[src/rtl/oduzimanje_serijsko.sv]
// Bit-serial 7-bit subtractor (z = a - b), LSB first, one full-subtractor cell plus borrow flop.
// Define ODUZ_FLAGS_EN to build the zero/negative/overflow status flags; otherwise they read 0.
module oduzimanje_serijsko (
  input  logic       clk,
  input  logic       rst,
  input  logic       start,
  input  logic [6:0] a,
  input  logic [6:0] b,
  output logic       busy,
  output logic       done,
  output logic [6:0] z,
  output logic       borrow,
  output logic       zero,
  output logic       negative,
  output logic       overflow
);

  typedef enum logic [1:0] {
    IDLE  = 2'd0,
    SHIFT = 2'd1,
    DONE  = 2'd2
  } state_t;

  state_t      state_reg, state_next;
  logic [2:0]  cnt_reg;
  logic [6:0]  a_sr_reg, b_sr_reg, res_sr_reg;
  logic        br_reg;
  logic [6:0]  z_reg;
  logic        borrow_reg;

  logic        d_next, br_next;
  logic [6:0]  res_next;
  logic        last_bit;

  // Full-subtractor cell on the current LSBs
  assign d_next   = a_sr_reg[0] ^ b_sr_reg[0] ^ br_reg;
  assign br_next  = (~a_sr_reg[0] & b_sr_reg[0]) | (~(a_sr_reg[0] ^ b_sr_reg[0]) & br_reg);
  assign res_next = {d_next, res_sr_reg[6:1]};
  assign last_bit = (state_reg == SHIFT) && (cnt_reg == 3'd6);

  always_ff @(posedge clk) begin
    if (rst) begin
      state_reg <= IDLE;
    end else begin
      state_reg <= state_next;
    end
  end

  always_comb begin
    state_next = state_reg;
    case (state_reg)
      IDLE:    if (start) state_next = SHIFT;
      SHIFT:   if (cnt_reg == 3'd6) state_next = DONE;
      DONE:    state_next = IDLE;
      default: state_next = IDLE;
    endcase
  end

  always_ff @(posedge clk) begin
    if (rst) begin
      cnt_reg    <= 3'd0;
      a_sr_reg   <= 7'd0;
      b_sr_reg   <= 7'd0;
      res_sr_reg <= 7'd0;
      br_reg     <= 1'b0;
      z_reg      <= 7'd0;
      borrow_reg <= 1'b0;
    end else begin
      if (state_reg == IDLE && start) begin
        a_sr_reg <= a;
        b_sr_reg <= b;
        br_reg   <= 1'b0;
        cnt_reg  <= 3'd0;
      end else if (state_reg == SHIFT) begin
        a_sr_reg   <= {1'b0, a_sr_reg[6:1]};
        b_sr_reg   <= {1'b0, b_sr_reg[6:1]};
        res_sr_reg <= res_next;
        br_reg     <= br_next;
        cnt_reg    <= cnt_reg + 3'd1;
      end
      // Visible results only move when the final bit lands
      if (last_bit) begin
        z_reg      <= res_next;
        borrow_reg <= br_next;
      end
    end
  end

`ifdef ODUZ_FLAGS_EN
  logic a_msb_reg, b_msb_reg;
  logic zero_reg, negative_reg, overflow_reg;

  always_ff @(posedge clk) begin
    if (rst) begin
      a_msb_reg    <= 1'b0;
      b_msb_reg    <= 1'b0;
      zero_reg     <= 1'b0;
      negative_reg <= 1'b0;
      overflow_reg <= 1'b0;
    end else begin
      // Signs are captured up front because the operand shifters discard them
      if (state_reg == IDLE && start) begin
        a_msb_reg <= a[6];
        b_msb_reg <= b[6];
      end
      if (last_bit) begin
        zero_reg     <= ~|res_next;
        negative_reg <= res_next[6];
        overflow_reg <= (a_msb_reg != b_msb_reg) && (res_next[6] != a_msb_reg);
      end
    end
  end

  assign zero     = zero_reg;
  assign negative = negative_reg;
  assign overflow = overflow_reg;
`else
  assign zero     = 1'b0;
  assign negative = 1'b0;
  assign overflow = 1'b0;
`endif

  assign busy   = (state_reg != IDLE);
  assign done   = (state_reg == DONE);
  assign z      = z_reg;
  assign borrow = borrow_reg;

endmodule

[config.mk]
export PLATFORM = sky130hd
export DESIGN_NAME = oduzimanje_serijsko
export DESIGN_NICKNAME = d
export VERILOG_FILES = /design/src/rtl/oduzimanje_serijsko.sv
export SDC_FILE = /design/constraint.sdc
export NUM_CORES = 1
export LEC_CHECK = 0
export ABC_AREA = 1
export BUFFER_PORTS_ARGS = -buffer_cell sky130_fd_sc_hd__buf_2
export CAP_MARGIN = 5
export CORE_MARGIN = 3
export CORE_UTILIZATION = 35
export CTS_BUF_LIST = sky130_fd_sc_hd__clkbuf_8
export DETAILED_ROUTE_END_ITERATION = 16
export GPL_TIMING_DRIVEN = 0
export HOLD_SLACK_MARGIN = 0.05
export SYNTH_ARGS = -nofsm -noshare
export SYNTH_HDL_FRONTEND = slang
export SYNTH_SLANG_ARGS = --single-unit
[constraint.sdc]
create_clock -name clk -period 1.4 [get_ports clk]
set_input_delay 0.21 -clock clk [delete_from_list [all_inputs] [get_ports clk]]
set_output_delay 0.21 -clock clk [all_outputs]
set_load 0.01 [all_outputs]
==> impl_metrics.env <==
export IMPL_worst_hold_slack_ns=0.1669
export IMPL_post_synth_cell_area_avg_um2=6.985
export IMPL_setup_tns_ns=0
export IMPL_power_share_combinational=0.122
export IMPL_final_layout_size_suffix_gt1_frac=0.2063
export IMPL_yosys_warnings=0
export IMPL_rsz0062_at_grt="false"
export IMPL_floorplan_io_pins=30
export IMPL_crit_path_max_incr_delay_ns=0.37
export IMPL_power_density_nw_per_um2=1121
export IMPL_finalNetCount=271
export IMPL_first_iter_violations=74
export IMPL_finalPower_mw=2.055
export IMPL_drt_pass1_iter_count=4
export IMPL_die_area_um2=5178
export IMPL_dp_cells=295
export IMPL_layoutNonFillerInstCount=302
export IMPL_final_fill_count=444
export IMPL_synthDistinctLibCells=20
export IMPL_worstPathRequired_ns=1.19
export IMPL_multi_input_gate_area_in_the_final_layout_um2=686.9
export IMPL_cts_tree="done"
export IMPL_place_port_buffers=25
export IMPL_final_max_slew_violation_count=0
export IMPL_cell_internal_pwr_mw=1.514
export IMPL_number_of_antenna_violations_at_the_first_check_in_global_routing=0
export IMPL_power_frac_seq=0.510
export IMPL_netSwitchingPower_uw=540.9
export IMPL_clock_power_share=0.367
export IMPL_timing_critical_path_fanout_max=10
export IMPL_max_cap_violations=0
export IMPL_fmax_mhz=746.2
export IMPL_leakagePower_nw=0.9280
export IMPL_layout_cells_most_common="nand2_1"
export IMPL_cts_root_buf="clkbuf_8"
export IMPL_yosysSeqAreaShare=0.4470
export IMPL_cp_cell_sequence="nor2_4 > buf_6 > inv_2 > buf_2"
export IMPL_detail_route_vias_per_cell=4.483
export IMPL_final_design_area_no_fill_um2=1833
export IMPL_insertedDiodeCount=0
export IMPL_peakVddDrop_mv=0.6177
export IMPL_ant_nets=0
export IMPL_design_core_area_um2=4086
export IMPL_finClkSkew_ns=0.009721
export IMPL_placement_cell_area_um2=1718
export IMPL_gpl_final_weighted_congestion=0.8030
export IMPL_height_of_the_die_um=71.96
export IMPL_crit_buf_inv=3
export IMPL_grt_ovfl_total=0
export IMPL_setup_crit_start_kind="flop"
export IMPL_clock_tree_htree_level_count=2
export IMPL_post_cts_buffers=0
export IMPL_groute_usage_overall=0.1330
export IMPL_yosys_register_bits=34
export IMPL_run_status="finished clean"
export IMPL_worst_setup_path_end_kind="output pin"
export IMPL_netlist_area_um2=1523
export IMPL_cts_buffer_count=5
export IMPL_drc_errors=0
export IMPL_switching_share=0.2633
export IMPL_critical_path_cell_count=4
export IMPL_dp_hpwl_mm=2.226
export IMPL_clock_insertion_delay_worst_skew_ns=0.29
export IMPL_post_cts_resized_instances=3
export IMPL_routed_wl_mm=3.067
export IMPL_areaGrowthSynthToFinish_pct=20.38
export IMPL_critical_path_class="reg -> out"
export IMPL_hold_path_class="in -> reg"
export IMPL_ff2ff_path_depth=7
export IMPL_cell_count_after_synthesis=218
export IMPL_timing_final_crit_period_ns=1.340
export IMPL_route_detailed_wl_per_inst_um=10.16
export IMPL_route_vias_total=1354
export IMPL_grt_pass1_wl_mm=5.457
export IMPL_floorplan_initialDensity=0.3726
export IMPL_grt_pass1_vias=1280
export IMPL_hold_viol=0
export IMPL_maximum_buffer_depth_of_the_clock_tree=2
export IMPL_cts_sink_count=34
export IMPL_slowest_stage="dfxtp_4"
export IMPL_maximum_number_of_pins_on_one_net_before_global_route_repair=13
export IMPL_most_common_layout_cells="nand2_1 (53), dfxtp_1 (32), buf_2 (27), nor2_1 (25), nand3_1 (24)"
export IMPL_hold_path_cell_count=3
export IMPL_worst_setup_hold_path_clk_slew_ns=0.07
export IMPL_cp_data_arrival_time_ns=1.13
export IMPL_path_delay_family="flip-flops"
export IMPL_die_span_x_um=71.96
export IMPL_period_share=0.9573
export IMPL_area_sequential_um2=685.7
export IMPL_std_cell_rows=23
export IMPL_reg2reg_setup_slack_ns=0.20
export IMPL_postCtsHoldBufs=0
export IMPL_setup_violations=0
## power groups by stage
stage / Sequential [mW] / Combinational [mW] / Clock, mW
floorplan: 1.06 / 0.180 / 0
global placement: 1.07 / 0.244 / 0
detailed placement: 1.07 / 0.247 / 0
CTS: 1.05 / 0.251 / 0.777
global route: 1.06 / 0.295 / 0.808
finish: 1.05 / 0.251 / 0.755
## per-stage QoR
| step | util | setup slack, ns |
|---|---|---|
| global placement | 0.4204 | 0.1684 |
| CTS | 0.4449 | 0.003881 |
| detailed placement | 0.4204 | 0.1512 |
| floorplan | - | 0.2741 |
| finish | 0.4486 | 0.05982 |
| global route | 0.4486 | 0.003546 |
## logic make-up (layout without fill, tap and decap cells)
kind of cell             after synthesis  after routing  share of synthesized area
other                                  1              3                   0.002463
AND/OR/NAND/NOR                      106            106                     0.2942
flip-flops                            34             34                     0.4470
AO/OA/AOI/OAI                         33             33                     0.1109
adder cells (fa/ha/maj)                3              3                    0.02958
buffers and inverters                 40             72                     0.1101
XOR/XNOR                               1              1                   0.005753
## final cells by class
class / count / area share
Sequential cell: 34 / 0.3741
Clock inverter: 2 / 0.006826
Timing Repair Buffer: 25 / 0.06826
Tap cell: 50 / 0.03413
Buffer: 12 / 0.04027
Clock buffer: 6 / 0.04505
Multi-Input combinational cell: 146 / 0.3747
Inverter: 27 / 0.05666
## synthesized netlist by cell type (all sizes together)
cell / instances / area share
clkbuf: 5 / 0.012
buf: 8 / 0.031
inv: 27 / 0.067
o21ai: 17 / 0.058
xor2: 1 / 0.0058
ha: 2 / 0.016
nor2: 28 / 0.081
dfxtp: 34 / 0.45
conb: 1 / 0.0025
nand2: 54 / 0.13
a21oi: 16 / 0.053
fa: 1 / 0.013
nand3: 24 / 0.079
## per-layer routing
layer / GRT usage / up-vias / wire length (um) / share of wire
met4: 0.05637 / 0 / 14 / 0.0046
met2: 0.2204 / 26 / 1405 / 0.46
met5: 0 / - / 0 / 0
li1: - / 741 / - / -
met3: 0.03324 / 4 / 160 / 0.052
met1: 0.1644 / 583 / 1486 / 0.48
## final timing paths
kind                                   from                  endpoint
setup / recovery  state_reg[0]$_SDFFE_PP0P_                      busy
hold / removal                         a[6]  a_sr_reg[6]$_SDFFE_PP0P_
setup reg to reg    cnt_reg[0]$_SDFFE_PP0P_         z[6]$_SDFFE_PP0P_
hold reg to reg    b_sr_reg[6]$_SDFFE_PP0P_  b_sr_reg[6]$_SDFFE_PP0P_
## worst min-delay path: cells and delay by family
family / cells / cell delay [ns]
compound gates: 1 / 0.05
buf+inv: 1 / 0.09
simple gates: 1 / 0.05
(Power assumes the default switching activity.)
